==> src/rtl/bcd_countdown.sv <==
// Loadable multi-digit BCD down-counter with start/pause control, optional
// auto-reload and a one-cycle done pulse on expiry.
//
// state    | meaning
// ---------+---------------------------------------------------------
// IDLE     | loaded or reset, waiting for start; ticks ignored
// RUN      | counting down on each tick
// PAUSED   | count frozen until start
// EXPIRED  | reached zero (no auto-reload); start reloads from reload_reg
module bcd_countdown #(
  parameter int DIGITS      = 4,
  parameter bit AUTO_RELOAD = 1'b0
) (
  input  logic                  clk,
  input  logic                  rst,
  input  logic                  load,
  input  logic [4*DIGITS-1:0]   load_val,
  input  logic                  start,
  input  logic                  pause,
  input  logic                  tick,
  output logic [4*DIGITS-1:0]   count,
  output logic [1:0]            state,
  output logic                  busy,
  output logic                  zero,
  output logic                  done,
  output logic                  load_err
);

  localparam int W = 4 * DIGITS;
  localparam logic [W-1:0] CNT_ZERO = '0;
  localparam logic [W-1:0] CNT_ONE  = {{(W-1){1'b0}}, 1'b1};

  typedef enum logic [1:0] {
    ST_IDLE    = 2'b00,
    ST_RUN     = 2'b01,
    ST_PAUSED  = 2'b10,
    ST_EXPIRED = 2'b11
  } state_t;

  state_t       state_q, state_d;
  logic [W-1:0] count_q, count_d;
  logic [W-1:0] reload_q, reload_d;
  logic         done_q, done_d;
  logic         load_err_q, load_err_d;

  logic [W-1:0] load_san;
  logic         load_bad;
  logic [W-1:0] count_dec;
  logic         count_is_zero;
  logic         count_is_one;
  logic         reload_is_zero;

  // Out-of-range digits are clamped to 9 so count always holds valid BCD.
  always_comb begin
    load_san = load_val;
    load_bad = 1'b0;
    for (int i = 0; i < DIGITS; i++) begin
      if (load_val[4*i +: 4] > 4'd9) begin
        load_san[4*i +: 4] = 4'd9;
        load_bad           = 1'b1;
      end
    end
  end

  // Digit-serial borrow: zero digits wrap to 9 until a nonzero digit absorbs it.
  always_comb begin
    logic borrow;
    count_dec = count_q;
    borrow    = 1'b1;
    for (int i = 0; i < DIGITS; i++) begin
      if (borrow) begin
        if (count_q[4*i +: 4] == 4'd0) begin
          count_dec[4*i +: 4] = 4'd9;
        end else begin
          count_dec[4*i +: 4] = count_q[4*i +: 4] - 4'd1;
          borrow              = 1'b0;
        end
      end
    end
  end

  assign count_is_zero  = (count_q == CNT_ZERO);
  assign count_is_one   = (count_q == CNT_ONE);
  assign reload_is_zero = (reload_q == CNT_ZERO);

  always_comb begin
    state_d    = state_q;
    count_d    = count_q;
    reload_d   = reload_q;
    done_d     = 1'b0;
    load_err_d = load_err_q;

    if (load) begin
      count_d    = load_san;
      reload_d   = load_san;
      load_err_d = load_bad;
      state_d    = ST_IDLE;
    end else begin
      unique case (state_q)
        ST_IDLE: begin
          if (start) begin
            if (count_is_zero) begin
              state_d = ST_EXPIRED;
              done_d  = 1'b1;
            end else begin
              state_d = ST_RUN;
            end
          end
        end

        ST_RUN: begin
          // start outranks pause/tick and has no effect while running
          if (start) begin
            state_d = ST_RUN;
          end else if (pause) begin
            state_d = ST_PAUSED;
          end else if (tick) begin
            if (count_is_zero) begin
              count_d = reload_q;
              done_d  = reload_is_zero;
            end else if (count_is_one) begin
              count_d = CNT_ZERO;
              done_d  = 1'b1;
              state_d = AUTO_RELOAD ? ST_RUN : ST_EXPIRED;
            end else begin
              count_d = count_dec;
            end
          end
        end

        ST_PAUSED: begin
          if (start) begin
            state_d = ST_RUN;
          end
        end

        ST_EXPIRED: begin
          if (start) begin
            count_d = reload_q;
            if (reload_is_zero) begin
              done_d = 1'b1;
            end else begin
              state_d = ST_RUN;
            end
          end
        end

        default: state_d = ST_IDLE;
      endcase
    end
  end

  always_ff @(posedge clk or posedge rst) begin
    if (rst) begin
      state_q    <= ST_IDLE;
      count_q    <= CNT_ZERO;
      reload_q   <= CNT_ZERO;
      done_q     <= 1'b0;
      load_err_q <= 1'b0;
    end else begin
      state_q    <= state_d;
      count_q    <= count_d;
      reload_q   <= reload_d;
      done_q     <= done_d;
      load_err_q <= load_err_d;
    end
  end

  assign count    = count_q;
  assign state    = state_q;
  assign done     = done_q;
  assign load_err = load_err_q;
  assign busy     = (state_q == ST_RUN);
  assign zero     = count_is_zero;

endmodule

==> config.mk <==
export PLATFORM = sky130hd
export DESIGN_NAME = bcd_countdown
export DESIGN_NICKNAME = d
export VERILOG_FILES = /design/src/rtl/bcd_countdown.sv
export SDC_FILE = /design/constraint.sdc
export NUM_CORES = 1
export LEC_CHECK = 0
export CORE_MARGIN = 10
export CORE_UTILIZATION = 56
export CTS_CLUSTER_SIZE = 8
export DETAILED_ROUTE_END_ITERATION = 8
export PLACE_DENSITY = 0.85
export RECOVER_POWER = 25
export SYNTH_ARGS = -nofsm -noshare
export SYNTH_HDL_FRONTEND = slang
export SYNTH_SLANG_ARGS = --single-unit
==> constraint.sdc <==
create_clock -name clk -period 5.5 [get_ports clk]
set_input_delay 1.1 -clock clk [delete_from_list [all_inputs] [get_ports clk]]
set_output_delay 1.1 -clock clk [all_outputs]
set_load 0.1 [all_outputs]
After elaboration in Yosys (flattened, before gate mapping)
Cells that the tools add are included.

word-level totals
  memory bits (read-only) = 0
  word-level logic and storage cells = 97
  latch bits = 0
  bits in writable memories = 0
  memories = 0
  flip-flop bits (word level) = 36
  output and inout port bits = 22

operators by class
  $add $sub $neg = 4
  shifts and indexed selects = 0
  divide/modulo/power cells = 0
  mux-type cells = 51
  eq/ne operators = 17
  reductions and logical operators = 13
  magnitude comparators = 4
  multiply operators = 0
  bitwise logic cells = 0

operators with widths
  cell                                                    number
  2-to-1 mux 16 bit                                       7
  2-to-1 mux 4 bit                                        11
  zero test 16 bit                                        2
  one-hot mux 16 bit (2 select lines)                     1
  2-to-1 mux 2 bit                                        11
  inequality test 3 bit (second input constant)           7
  2-to-1 mux 1 bit                                        19
  AND reduction 6 bit                                     3
  equality test 16 x 1 -> 1 bit (second input constant)   1
  greater-than comparator 4 bit (second input constant)   4
  zero test 4 bit                                         4
  subtractor 4 x 1 -> 4 bit (second input constant)       4
  inequality test 5 x 2 -> 1 bit (second input constant)  3
  inequality test 5 bit (second input constant)           2
  one-hot mux 2 bit (4 select lines)                      1
  AND reduction 7 bit                                     1
  inequality test 5 x 4 -> 1 bit (second input constant)  1
  AND reduction 5 bit                                     1
  equality test 2 bit (second input constant)             2
  one-hot mux 1 bit (3 select lines)                      1
  nonzero test 3 bit                                      1
  equality test 2 x 1 -> 1 bit (second input constant)    1
  zero test 2 bit                                         1

Longest topological paths before layout
  depth in word-level cells = 12
  gate-level depth with buffers = 8
  depth with buffers taken out = 8

Least setup slack after synthesis
OpenSTA, ideal clock, no wires.

  kind = flip-flop to output port
  from = reg count_q[0], in the netlist count[0]
  to = out zero
  arrival time = 2347 ps
  buffers on the path = 0
  slack = 2053 ps
  stages on the path, launching flop included = 6
  cell sequence = dfrtp_1 inv_1 ha_1 nor3b_2 nand4_1 inv_1

between the ends
  cells in the longest elaborated chain, start to end = 1

ends and longest elaborated chain
  what                    line  RTL
  from (decl)             41    logic [W-1:0] count_q, count_d;
  from (signal assigned)  162   count_q <= count_d;
  zero test 16 bit        82    assign count_is_zero = (count_q == CNT_ZERO);
  to (decl)               24    output logic zero,

No other way between the ends.

Worst setup path in the final report
Ends and elaborated chain as after synthesis.

==> flow_metrics.tcl <==
set metrics [dict create \
    status "complete, but fails checks" \
    violated_checks "max-capacitance violations, max-slew violations" \
    router_iterations_before_antenna_repair 5 \
    power_per_cell_area_mw_per_mm2 388 \
    maximum_number_of_pins_on_one_net_before_global_route_repair 37 \
    floorplan.die.width_um 84.5 \
    num-fill-cells 322 \
    layout_overhead_on_the_synthesized_area_pct 24.3 \
    detailed_place_hpwl_mm 4.71 \
    effective_utilization_at_floorplan_pct 58.2 \
    synth_edf_count 0 \
    design.core.area_mm2 0.00400 \
    pin_count 44 \
    setup.reg_to_reg.worst_slack_ns 2.92 \
    grt_use_total_pct 17.7 \
    antenna_left 0 \
    share_of_final_layout_standard_cells_stronger_than_drive_strength_1_pct 9.06 \
    floorplan.die_area_mm2 0.00713 \
    worstReg2RegStart "count[0]$_DFFE_PP0P_" \
    setup.worst_path.end_class "primary output" \
    overall_overflow_remaining_after_global_route 0 \
    ctsResizeCount 0 \
    post_synth.cell_area_avg_um2 9.20 \
    max_cap_violations 1 \
    worst_ep_arrival_time_ns 3.00 \
    postSynth.asyncResetShare_pct 100 \
    antenna_found_initial 0 \
    timing.setup.tns_ns 0 \
    drcViolationCount 0 \
    ctsRootBufferMaster "clkbuf_8" \
    synth-warning-count 0 \
    worst_clock_skew_ns 0.00536 \
    drt-vias-per-instance 6.23 \
    synthesis.instances 253 \
    crit_path_max_incr_delay_ns 1.15 \
    drv_slew 37 \
    synth.distinct_cells 52 \
    timing.reg2reg.worst_path_depth 7 \
    placementRows 23 \
    synth.ff_latch_count 36 \
    cp_cell_sequence "inv_1 -> ha_1 -> nor3b_2 -> nand4_1 -> inv_1 -> clkdlybuf4s50_1" \
    setup-violations-final 0 \
    postLayoutCoreUtil_pct 72.3 \
    clock_latency_at_the_later_pin_of_the_worst_skew_pair_ns 0.30 \
    hold_class "reg2reg" \
    numCtsBuffers 5 \
    post_cts_setup_bufs 0 \
    post-route-min-period_ns 4.10 \
    clock_power_share_pct 17.8 \
    first_pass_grt_wire_length_mm 10.4 \
    wirelength_mm 6.35 \
    rsz0062_at_grt "no" \
    gpl.final_weighted_congestion 0.903 \
    finalNetCount 332 \
    worstSetupPathType "reg2out" \
    synthTopCellsByCount "dfrtp_1 (36), inv_1 (25), a21oi_1 (20), nor2_1 (20)" \
    cp_common_cell "inv_1" \
    critical_path.startpoint "count[0]$_DFFE_PP0P_" \
    synth.area.top_cells "dfrtp_1 (39%), ha_1 (7.0%), a21oi_1 (4.3%), inv_1 (4.0%), o21ai_0 (3.9%)" \
    synth.top_cell.area_share_pct 38.7 \
    synth_most_common_cell "dfrtp_1" \
    worst_slack_ns 1.40 \
    antenna_cells_inserted 0 \
    worst_ep_required_time_ns 4.40 \
    clock_tree_from_tritoncts "built" \
    post_synth_instance_area_mm2 0.00233 \
    clock_path_buffers 2 \
    power.switching_mw 0.551 \
    pwr-share-comb_pct 49.5 \
    place_worst_setup_slack_ns 1.76 \
    peakVddDrop_v 0.000247 \
    rr_endpoint "count[10]$_DFFE_PP0P_" \
    timing.critical_path.slowest_stage_cell "clkdlybuf4s50_1" \
    route.detailed.wl_per_inst_um 18.2 \
    timing_hold_violations_final 0 \
    die_y_um 84.5 \
    hold_path_startpoint "load_err$_DFFE_PP0P_" \
    cellInternalPower_mw 0.572 \
    drt_first_iter_violations 173 \
    yosysSeqAreaShare_pct 38.7 \
    timing_worst_slew_pin_value_ns 1.95 \
    layout_worst_path_cycle_share_pct 74.6 \
    worst_slew_margin_rel_pct -30.0 \
    yosysTopAreaCell "dfrtp_1" \
    p_seq_share_pct 32.7 \
    clock_sink_count 36 \
    synth_top_flop_cell "dfrtp_1" \
    power_leakage_nw 1.22 \
    fmax_mhz 244 \
    placement.io_buffers 43 \
    grt_pass1_vias 2051 \
    vias 2168 \
    clk_pin_slew_worst_paths_ns 0.07 \
    hold_buffers 0 \
    synth_fp_nets 288 \
    largest_fanout_on_the_critical_path 6 \
    netSwitchingFraction_pct 49.1 \
    start_kind "flop" \
    setup.worst_path.end "zero" \
    cts.htree.levels 2 \
]
[metrics by stage]
step	hold slack [ns]	cells	instance area [µm²]	total power, mW
global route	0.510	348	2890	1.18
detailed placement	0.472	340	2800	0.924
CTS	0.489	348	2900	1.13
global placement	0.464	340	2800	0.918
finish	0.483	348	2890	1.12
floorplan	0.468	253	2330	0.784
[power groups by stage]
stage	Combinational, mW	Clock (mW)	Sequential, mW
2_1_floorplan	0.196	0	0.588
3_3_place_gp	0.550	0	0.367
3_5_place_dp	0.554	0	0.370
4_1_cts	0.557	0.203	0.366
5_1_grt	0.590	0.213	0.375
6_report	0.556	0.200	0.367
[per-layer routing]
layer,wire [µm],track usage [%],up-vias
met2,2970,28.5,91
li1,-,-,1025
met1,2710,21.9,1042
met5,0,0,-
met4,100,5.24,0
met3,565,5.89,10
[cell usage in the layout (no fill, tap or decap), types with 6 or more instances in the layout]
| cell type | instances |
|---|---|
| inv_1 | 25 |
| clkdlybuf4s50_1 | 42 |
| nand2_1 | 18 |
| ha_1 | 13 |
| o21ai_0 | 18 |
| dfrtp_1 | 36 |
| nor2b_1 | 6 |
| clkbuf_8 | 6 |
| a21oi_1 | 20 |
| o31ai_1 | 7 |
| a31oi_1 | 7 |
| nor2_1 | 20 |
[cells by family after synthesis]
group / Yosys count / share of synthesized area, %
simple gates: 78 / 20.4
compound gates: 88 / 26.1
buf+inv: 33 / 5.43
flops: 36 / 38.7
fa+ha+maj: 13 / 6.99
mux: 5 / 2.37
[layout make-up]
type / count / area [µm²] / share of cell area (%)
Multi-Input combinational cell: 184 / 1300 / 44.9
Sequential cell: 36 / 901 / 31.1
Timing Repair Buffer: 45 / 442 / 15.3
Inverter: 25 / 93.8 / 3.24
Clock buffer: 7 / 86.3 / 2.98
Tap cell: 50 / 62.6 / 2.16
Clock inverter: 1 / 7.51 / 0.260
[sequential cells by signal, indices dropped and copies added (netlist names)]
name,cells
count,16
done,1
load_err,1
reload_q,16
state,2
[worst max-delay path, delay by kind of cell, from the launching register on]
family                   cells  cell delay [ns]
buffers and inverters        3             1.44
AND/OR/NAND/NOR              2             0.60
flip-flops                   1             0.41
adder cells (fa/ha/maj)      1             0.24
[worst min-delay path by stage]
stage | endpoint | slack (ns) | cells after the start
4_1_cts | load_err$_DFFE_PP0P_ | 0.49 | 1
3_5_place_dp | load_err$_DFFE_PP0P_ | 0.47 | 1
6_report | load_err$_DFFE_PP0P_ | 0.48 | 1
5_1_grt | load_err$_DFFE_PP0P_ | 0.51 | 1
2_1_floorplan | reload_q[6]$_DFFE_PP0P_ | 0.47 | 2
3_3_place_gp | load_err$_DFFE_PP0P_ | 0.46 | 1
No activity file was read; power rests on OpenSTA's default activity.
